**config.mk**
```make
export PLATFORM = sky130hd
export DESIGN_NAME = fifo_wr_arbiter
export DESIGN_NICKNAME = d
export VERILOG_FILES = /design/src/rtl/fifo_wr_arbiter.sv
export SDC_FILE = /design/constraint.sdc
export NUM_CORES = 1
export LEC_CHECK = 0
export ABC_AREA = 1
export CAP_MARGIN = 25
export CORE_MARGIN = 2
export CORE_UTILIZATION = 40
export CTS_CLUSTER_SIZE = 24
export DETAILED_ROUTE_END_ITERATION = 8
export PLACE_DENSITY = 0.74
export SLEW_MARGIN = 15
export SYNTH_ARGS = -nofsm -noshare
export SYNTH_HDL_FRONTEND = slang
export SYNTH_SLANG_ARGS = --single-unit
```
**constraint.sdc**
```tcl
create_clock -name wr_clk -period 4.8 [get_ports wr_clk]
set_input_delay 0.48 -clock wr_clk [delete_from_list [all_inputs] [get_ports wr_clk]]
set_output_delay 0.48 -clock wr_clk [all_outputs]
set_load 0.01 [all_outputs]
```
**src/rtl/fifo_wr_arbiter.sv**
```systemverilog
// Round-robin burst arbiter that merges NUM_REQ requester streams into the
// write port of a downstream asynchronous FIFO.
//
// Ports:
//   wr_clk, wr_rst_n : write-domain clock, asynchronous active-low reset
//   arb_en           : allows new grants (never aborts a running burst)
//   req_valid        : per-requester valid
//   req_data         : packed payloads, requester i at [i*WIDTH +: WIDTH]
//   req_ready        : per-requester beat accepted (combinational)
//   fifo_full        : FIFO write-side full flag
//   fifo_wr_en       : FIFO write strobe (combinational)
//   fifo_wr_data     : {source id, payload} (combinational)
//   grant            : registered one-hot grant, zero when idle
//   busy             : high while a burst is granted
module fifo_wr_arbiter #(
  parameter int unsigned WIDTH     = 8,
  parameter int unsigned NUM_REQ   = 4,
  parameter int unsigned BURST_LEN = 4,
  localparam int unsigned ID_W     = (NUM_REQ > 1) ? $clog2(NUM_REQ) : 1
) (
  input  logic                     wr_clk,
  input  logic                     wr_rst_n,
  input  logic                     arb_en,
  input  logic [NUM_REQ-1:0]       req_valid,
  input  logic [NUM_REQ*WIDTH-1:0] req_data,
  output logic [NUM_REQ-1:0]       req_ready,
  input  logic                     fifo_full,
  output logic                     fifo_wr_en,
  output logic [ID_W+WIDTH-1:0]    fifo_wr_data,
  output logic [NUM_REQ-1:0]       grant,
  output logic                     busy
);

  typedef enum logic {
    S_IDLE  = 1'b0,
    S_GRANT = 1'b1
  } state_t;

  state_t               state_q, state_d;
  logic [NUM_REQ-1:0]   grant_q, grant_d;
  logic [ID_W-1:0]      gid_q, gid_d;
  logic [ID_W-1:0]      rr_ptr_q, rr_ptr_d;
  logic [7:0]           beat_cnt_q, beat_cnt_d;

  logic [2*NUM_REQ-1:0] valid_rot;
  logic [ID_W-1:0]      rr_off;
  logic                 rr_found;
  logic [ID_W:0]        rr_sum;
  logic [WIDTH-1:0]     g_payload;
  logic                 g_valid;
  logic                 beat;

  // Round-robin search: rotate valids so rr_ptr sits at bit 0, take the
  // lowest set bit, then rotate the offset back into a requester index.
  always_comb begin
    valid_rot = {req_valid, req_valid} >> rr_ptr_q;
    rr_off    = '0;
    rr_found  = 1'b0;
    for (int k = NUM_REQ - 1; k >= 0; k--) begin
      if (valid_rot[k]) begin
        rr_off   = ID_W'(k);
        rr_found = 1'b1;
      end
    end
    rr_sum = {1'b0, rr_ptr_q} + {1'b0, rr_off};
    if (rr_sum >= (ID_W+1)'(NUM_REQ)) begin
      rr_sum = rr_sum - (ID_W+1)'(NUM_REQ);
    end
  end

  // Granted requester's valid and payload.
  always_comb begin
    g_payload = '0;
    for (int i = 0; i < NUM_REQ; i++) begin
      if (grant_q[i]) begin
        g_payload = req_data[i*WIDTH +: WIDTH];
      end
    end
    g_valid = |(grant_q & req_valid);
    beat    = (state_q == S_GRANT) && g_valid && !fifo_full;
  end

  // Next-state and beat outputs.
  always_comb begin
    state_d      = state_q;
    grant_d      = grant_q;
    gid_d        = gid_q;
    rr_ptr_d     = rr_ptr_q;
    beat_cnt_d   = beat_cnt_q;
    fifo_wr_en   = 1'b0;
    req_ready    = '0;
    fifo_wr_data = {gid_q, g_payload};

    case (state_q)
      S_IDLE: begin
        if (arb_en && rr_found) begin
          state_d    = S_GRANT;
          gid_d      = rr_sum[ID_W-1:0];
          grant_d    = NUM_REQ'(1) << rr_sum[ID_W-1:0];
          beat_cnt_d = '0;
        end
      end
      S_GRANT: begin
        if (beat) begin
          fifo_wr_en = 1'b1;
          req_ready  = grant_q;
          beat_cnt_d = beat_cnt_q + 8'd1;
        end
        // Stalls (valid but full) fall through both branches and hold.
        if (!g_valid || (beat && (beat_cnt_q == 8'(BURST_LEN - 1)))) begin
          state_d  = S_IDLE;
          grant_d  = '0;
          rr_ptr_d = (gid_q == ID_W'(NUM_REQ - 1)) ? '0 : gid_q + ID_W'(1);
        end
      end
      default: begin
        state_d = S_IDLE;
        grant_d = '0;
      end
    endcase
  end

  // State registers.
  always_ff @(posedge wr_clk or negedge wr_rst_n) begin
    if (!wr_rst_n) begin
      state_q    <= S_IDLE;
      grant_q    <= '0;
      gid_q      <= '0;
      rr_ptr_q   <= '0;
      beat_cnt_q <= '0;
    end else begin
      state_q    <= state_d;
      grant_q    <= grant_d;
      gid_q      <= gid_d;
      rr_ptr_q   <= rr_ptr_d;
      beat_cnt_q <= beat_cnt_d;
    end
  end

  assign grant = grant_q;
  assign busy  = (state_q == S_GRANT);

endmodule

```
Yosys cells after proc, flatten, opt, wreduce, memory -nomap -nowiden

Cells that the tools add are included.

Register bits after elaboration: 17
Output and inout port bits: 20
Word-level logic and storage cells: 58

Mux-type cells: 27
Eq/ne operators: 5
Reductions and logical operators: 12
Add/sub/neg operators: 4
Order comparisons: 1
Bitwise operators: 2
Shifts and indexed selects: 2

Operator list:

| kind                  | count |
|---|---|
| $mux W8               | 6 |
| $mux W4               | 4 |
| $pmux W8 S2           | 1 |
| $mux W2               | 6 |
| $add A8 B1 Y8 const B | 1 |
| $eq A8 B2 Y1 const B  | 1 |
| $mux W1               | 8 |
| $pmux W4 S2           | 1 |
| $reduce_and A2 Y1     | 4 |
| $shr A8 B2 Y4         | 1 |
| $and A4 B4 Y4         | 1 |
| $logic_and A1 B1 Y1   | 4 |
| $ne A2 B1 Y1 const B  | 2 |
| $reduce_or A4 Y1      | 1 |
| $shl A1 B2 Y4 const A | 1 |
| $add A2 B2 Y3         | 1 |
| $ge A3 B3 Y1 const B  | 1 |
| $add A2 B1 Y2 const B | 1 |
| $eq A2 B2 Y1 const B  | 1 |
| $logic_not A1 Y1      | 2 |
| $ne A2 B2 Y1 const B  | 1 |
| $pmux W1 S2           | 1 |
| $sub A2 B1 Y2 const B | 1 |
| $logic_or A1 B1 Y1    | 1 |
| $not A1 Y1            | 1 |

Longest topological paths before layout

Gate-level depths: netlist of run 1.

Depth in word-level cells: 11
Mapped depth: 12

Worst setup path before layout of run 1

Ideal clock, no wire load.

Path kind: register -> output
Start point: register grant_q[0] (netlist: grant[0])
End point: output fifo_wr_data[0]
Stages on the path, launching flop included: 7
Required time: 4.320 ns
Arrival: 1.229 ns
Path slack: 3.091 ns
Buffers on the path: 0
Path through: dfrtp_1 -> inv_1 -> nor2_1 -> nand2_1 -> nand2_1 -> o21ai_0 -> o21ai_0

Longest elaborated chain between the ends: 4

RTL lines:

| what                     | line | text |
|---|---|---|
| start: declaration       | 40   | `logic [NUM_REQ-1:0] grant_q, grant_d;` |
| start signal: assignment | 133  | `grant_q <= grant_d;` |
| $mux W8 (4 in series)    | 75   | `if (grant_q[i]) begin` |
| end: declaration         | 29   | `output logic [ID_W+WIDTH-1:0] fifo_wr_data,` |

Every way passes these cells.

Final worst setup path of run 1

Start point: register grant_q[3] (netlist: grant[3])
End point: output req_ready[3]

Longest elaborated chain between the ends: 6

RTL lines:

| what                              | line | text |
|---|---|---|
| $and A4 B4 Y4                     | 79   | `g_valid = \|(grant_q & req_valid);` |
| $reduce_or A4 Y1                  | 79   |  |
| $logic_and A1 B1 Y1 (2 in series) | 80   | `beat = (state_q == S_GRANT) && g_valid && !fifo_full;` |
| $mux W4 *                         | 104  | `if (beat) begin` |
| $mux W4 *                         | 94   | `case (state_q)` |
| end: declaration                  | 26   | `output logic [NUM_REQ-1:0] req_ready,` |

Mark *: on every way between the ends. The rest lies on a longest branch, timed or not.

==> results of run 1 <==
-- critical path: stages, from the launching register on --
cell	delay, ns
dfrtp_1	0.71
nand2_1	0.10
nand4_1	0.16
nand2_1	0.37
nor2_1	0.20
clkdlybuf4s50_1	0.56
-- metal layers --
metal	GRT usage	up-vias	wire length, µm
li1	-	798	-
met3	0.0486	4	316
met4	0.0583	0	36
met2	0.321	64	1510
met5	0	-	0
met1	0.270	679	1750
-- through the flow --
stage               hold WS [ns]  cells   util
floorplan                  0.184    210      -
global placement           0.500    309  0.599
detailed placement         0.517    309  0.599
CTS                        0.541    313  0.607
global route               0.558    313  0.607
finish                     0.538    313  0.607
-- flip-flops by register name, summed over array words and instances (netlist names) --
signal,count
busy,1
grant,4
beat_cnt_q,8
gid_q,2
rr_ptr_q,2
-- power groups by stage --
stage                     sequential (mW)  combinational [mW]  clock [mW]
after floorplan                     0.225               0.363           0
after global placement              0.246               0.545           0
after detailed placement            0.245               0.553           0
after CTS                           0.243               0.555      0.0820
after global routing                0.252               0.627      0.0873
final                               0.243               0.550      0.0795
-- cells in the mapped netlist, types with 2 or more instances --
library cell	n	area, µm²
nand2_1	76	285
o21ai_0	20	100
nand3_1	19	95.1
dfrtp_1	17	425
nor2_1	17	63.8
inv_1	13	48.8
a21oi_1	9	45.0
nand3_2	6	60.1
inv_2	4	15.0
buf_2	3	15.0
ha_1	3	37.5
nand4_1	3	18.8
nor3b_1	3	22.5
xor2_1	3	26.3
clkbuf_1	2	7.51
nand2_2	2	12.5
xnor2_1	2	17.5
-- cells by family after synthesis --
family / count (synthesis)
AO/OA/AOI/OAI: 31
XOR/XNOR: 5
adder cells (fa/ha/maj): 3
buffers and inverters: 23
flip-flops: 17
AND/OR/NAND/NOR: 131
-- final cells by class --
type,count,area [µm²],area share
tap,46,57.6,0.0286
timing repair buffer,59,591,0.294
sequential,17,425,0.212
multi-input combinational,170,847,0.421
inverter,17,63.8,0.0317
clock buffer,4,26.3,0.0131
-- cells in the final DEF, fill, tap and decap left out --
master,Yosys,routed
inv_1,13,13
a21oi_1,9,9
nand3_1,19,19
dfrtp_1,17,17
nand3_2,6,6
clkbuf_1,2,1
o21ai_0,20,20
nand4_1,3,3
nand3b_1,1,1
xnor2_1,2,2
a21boi_0,1,1
nand2_4,1,1
nor3_1,1,1
clkdlybuf4s50_1,0,59
nand2_2,2,2
o21ai_1,1,1
or2_2,1,1
clkbuf_4,0,3
ha_1,3,3
nand2_8,1,1
nor2_1,17,17
xor2_1,3,3
nand2_1,76,76
inv_2,4,4
nor3b_1,3,3
-- worst min-delay path by stage --
stage | slack [ns] | start | depth (start not counted) | end
global placement | 0.50 | gid_q[1] | 2 | gid_q[1]
global route | 0.56 | beat_cnt_q[0] | 1 | beat_cnt_q[0]
floorplan | 0.18 | wr_rst_n | 0 | beat_cnt_q[0]
finish | 0.54 | beat_cnt_q[0] | 1 | beat_cnt_q[0]
CTS | 0.54 | beat_cnt_q[0] | 1 | beat_cnt_q[0]
detailed placement | 0.52 | gid_q[0] | 2 | gid_q[0]
==> flow_summary.toml, run 1 <==
[status]
status = "complete, no violations"

[clock_network]
cts_resized = 0
clk_pin_slew_worst_paths_ns = 0.11
cts_made_buffers = 3
holdBufCountCts = 0
cts_tree = "yes"
cts-root-buf = "clkbuf_4"
htreeDepth = 1
postCtsSetupRepairBufs = 0
clockBufferDepth = 2
clkSinkCount = 17
clk_latency_ns = 0.29

[logic_synthesis]
synth-simple-area-share = 0.441
synth-main-ff-cell = "dfrtp_1"
syn_area_um2 = 1380
synth_nets = 253
netlist_instances = 210
synth-seq-area-share = 0.309
yosysWarnings = 0
synth_compound_area_frac = 0.114
synth_fa_ha_area_frac = 0.0272
synth_edf_count = 0
avgSynthCellArea_um2 = 6.57
async_flop_share = 1.00
ys_seq_elements = 17
synth-xor-area-share = 0.0318
synth_top_family_by_area = "simple AND/OR/NAND/NOR gates"
muxShareOfSynthArea = 0
synth_cell_type_count = 25

[placed_design]
dp_slack_ns = 1.94
dp_hpwl_mm = 2.75
place_area_um2 = 1980
gp_congestion = 0.757
port_buffers = 59

[pwr]
power_density_nw_per_um2 = 434
p_sw_frac = 0.472
leakage_nw = 0.934
report.power.total_uw = 872
p_switching_uw = 412
comb_power_share = 0.630
p_seq_frac = 0.279
p_clk_frac = 0.091
p_int_uw = 460
ir_drop_mv = 0.267

[critical_path]
rr_startpoint = "rr_ptr_q[0]"
regToRegSetupSlack_ns = 2.84
cp.arrival_ns = 2.39
critPathRequiredTime_ns = 4.32
r2r_cells = 12
worstPathMaxFanout = 20
critical_path_class = "register to output port"
crit_path_end_kind = "output port"
cp-startpoint = "grant[3]"
critPathCapture = "req_ready[3]"
start_kind = "register"
reg2reg_to = "grant[2]"

[floorplan]
die_w_um = 62.7
dieArea_um2 = 3930
dieHeight_um = 62.7
coreArea_um2 = 3310
io_pins = 60
rows = 21
start_util = 0.416

[timing]
tns_ns = 0
finalSetupViolations = 0
fmax_mhz = 348
final_max_slew_viol_count = 0
worstMarginPinSlew_ns = 0.773
period_share = 0.599
worst_slack_ns = 1.93
hold_viol_final = 0
fin_crit_ns = 2.87
relSlewSlack = 0.483
skew_ns = 0.00772
rsz0062_at_grt = "no"

[min_path]
holdCritPathClass = "register to register"

[route]
wl_per_cell_um = 11.5
ant_nets = 0
routed_wl_mm = 3.61
drc = 0
dr.pass1.iters = 6
vias = 1545
drt_iter0_drc = 84
drt-vias-per-instance = 4.94

[grt]
grt-ovfl-total = 0
track_usage = 0.201
grt_antenna_before_repair = 0
grt_pass1_wl_mm = 6.47
grt_max_degree = 21
first_global_vias = 1454

[cells_and_area]
diodes = 0
num-fill-cells = 317
area_growth_pct = 45.8
nNetsFinal = 311
post-route-cell-area_um2 = 2010
drive_gt1_frac = 0.0674

[flow_run]
cap_viol_max_count = 0
(Power assumes the default switching activity.)
==> run 2, diff against run 1 <==
clock period = 2.7 ns   (was 4.8 ns; I/O delays follow)
==> run 2 against run 1 <==
Against the previous run:
- utilization is 0.57 points higher
- register-to-register slack got worse by 2.1 ns
- cell count rose by 0.64%
- combinational power rose by 84%
- total power rose by 80%
- clock-buffer cell count fell by 1
- flip-flop and latch count stayed put
- first-iteration DRC count grew 35%
- sequential share of layout area fell by 0.20 points
- wire length increased by 5.1%
- non-clock buffer count is 2 higher
- highest routed layer unchanged
==> flow_summary.toml, run 2 (same netlist as run 1, synthesis figures left out) <==
[critical_path]
crit_path_end_kind = "output port"
cp_slowest_cell = "clkdlybuf4s50_1"
critPathRequiredTime_ns = 2.43
worstPathMaxFanout = 13
r2r_cells = 11
cp-startpoint = "grant[1]"
cp.arrival_ns = 2.20
cpPeakStageDelay_ns = 0.58
reg2reg_to = "grant[1]"
critical_path_class = "register to output port"
critPathCapture = "fifo_wr_data[5]"
path_cells = "nor2_2 -> nand2_1 -> nand2_1 -> o21ai_0 -> o21ai_0 -> clkdlybuf4s50_1"
rr_startpoint = "rr_ptr_q[0]"
regToRegSetupSlack_ns = 0.72
start_kind = "register"

[timing]
whs_ns = 0.416
rsz0062_at_grt = "no"
fin_crit_ns = 2.47
hold_viol_final = 0
worstMarginPinSlew_ns = 0.767
relSlewSlack = 0.487
period_share = 0.916
fmax_mhz = 404
tns_ns = 0
skew_ns = 0.00509
finalSetupViolations = 0
final_max_slew_viol_count = 0

[floorplan]
dieArea_um2 = 3930
io_pins = 60
start_util = 0.416
dieHeight_um = 62.7
rows = 21
die_w_um = 62.7
coreArea_um2 = 3310

[min_path]
holdCritPathClass = "primary input to async pin"

[cells_and_area]
largest_reg_flops = 8
diodes = 0
layout_common_cells = "nand2_1, clkdlybuf4s50_1, o21ai_0"
nNetsFinal = 313
post-route-cell-area_um2 = 2030
num-fill-cells = 324
instances_no_fill = 315
regMostFlops = "beat_cnt_q"
area_growth_pct = 47.2
final_common_cell = "nand2_1"
drive_gt1_frac = 0.0818

[route]
drc = 0
vias = 1566
ant_nets = 0
wl_per_cell_um = 12.1
drt_iter0_drc = 113
drt-vias-per-instance = 4.97
dr.pass1.iters = 5
routed_wl_mm = 3.80

[pwr]
report.power.total_mw = 1.57
power_density_nw_per_um2 = 773
leakage_nw = 0.945
ir_drop_mv = 0.528

[clock_network]
cts_made_buffers = 3
cts-root-buf = "clkbuf_4"
htreeDepth = 1
clk_pin_slew_worst_paths_ns = 0.11
cts_tree = "yes"
clkSinkCount = 17
clockBufferDepth = 2
holdBufCountCts = 0
clk_latency_ns = 0.29

[placed_design]
gp_congestion = 0.794
place_area_um2 = 2000
dp.cells = 311
port_buffers = 59
dp_hpwl_mm = 2.96

[status]
status = "complete, no violations"

[grt]
grt_antenna_before_repair = 0
grt_pass1_wl_mm = 6.69
first_global_vias = 1442
track_usage = 0.210
grt-ovfl-total = 0
grt_max_degree = 20

[flow_run]
cap_viol_max_count = 0
==> run 2: cell count changes in the layout (fill, tap and decap cells not counted), sizes merged <==
cell	previous run	this run
clkinv	0	1
clkbuf	4	3
buf	0	2
==> run 2: worst max-delay path: cells and delay by family, from the launching register on <==
| kind | cells | cell delay, ns |
|---|---|---|
| AOI/OAI and AO/OA | 2 | 0.26 |
| buffers and inverters | 1 | 0.58 |
| DFF | 1 | 0.55 |
| and+or+nand+nor | 3 | 0.53 |
==> run 2: how the worst min path moves through the flow <==
stage,from,to,slack (ns),cells after the start
3_5_place_dp,gid_q[0],gid_q[0],0.51,2
6_report,wr_rst_n,beat_cnt_q[6],0.42,1
2_1_floorplan,wr_rst_n,beat_cnt_q[0],-0.03,0
4_1_cts,wr_rst_n,beat_cnt_q[5],0.45,1
3_3_place_gp,gid_q[1],gid_q[1],0.50,2
5_1_grt,wr_rst_n,grant[2],0.45,1
==> run 2: final cells by class <==
| class | instances | area, µm² | share of cell area |
|---|---|---|---|
| clock buffers | 3 | 22.5 | 0.0111 |
| clock inverters | 1 | 5.00 | 0.00247 |
| inverters | 17 | 63.8 | 0.0314 |
| multi-input cells | 170 | 850 | 0.419 |
| flip-flops and latches | 17 | 425 | 0.210 |
| well taps | 46 | 57.6 | 0.0284 |
| repair buffers | 61 | 606 | 0.298 |
==> run 2: per-layer routing <==
metal	vias to the layer above	wire length, µm	GRT usage
li1	800	-	-
met1	697	1810	0.270
met2	65	1650	0.351
met3	4	304	0.0505
met4	0	34	0.0583
met5	-	0	0
==> run 2: what timing repair did <==
item                       4_1_cts  5_1_grt
setup endpoints to repair        0        8
setup buffers                    0        0
resized for setup                0        1
==> run 2: through the flow <==
step / setup WS, ns / utilization
floorplan: 1.03 / -
global placement: 0.374 / 0.604
detailed placement: 0.387 / 0.604
CTS: 0.0562 / 0.612
global route: 0.0374 / 0.613
finish: 0.226 / 0.613
==> run 2: power breakdown <==
part           switching [mW]  leakage, nW  internal [mW]
Combinational           0.562        0.703          0.452
Clock                  0.0844       0.0177         0.0551
Sequential             0.0971        0.225          0.319
Total                   0.743        0.945          0.826
==> run 3, diff against run 2 <==
HOLD_SLACK_MARGIN = 0.15   (was not set)
==> results of run 3 <==
The final DEF is identical to that of run 2; final timing and power are the same.
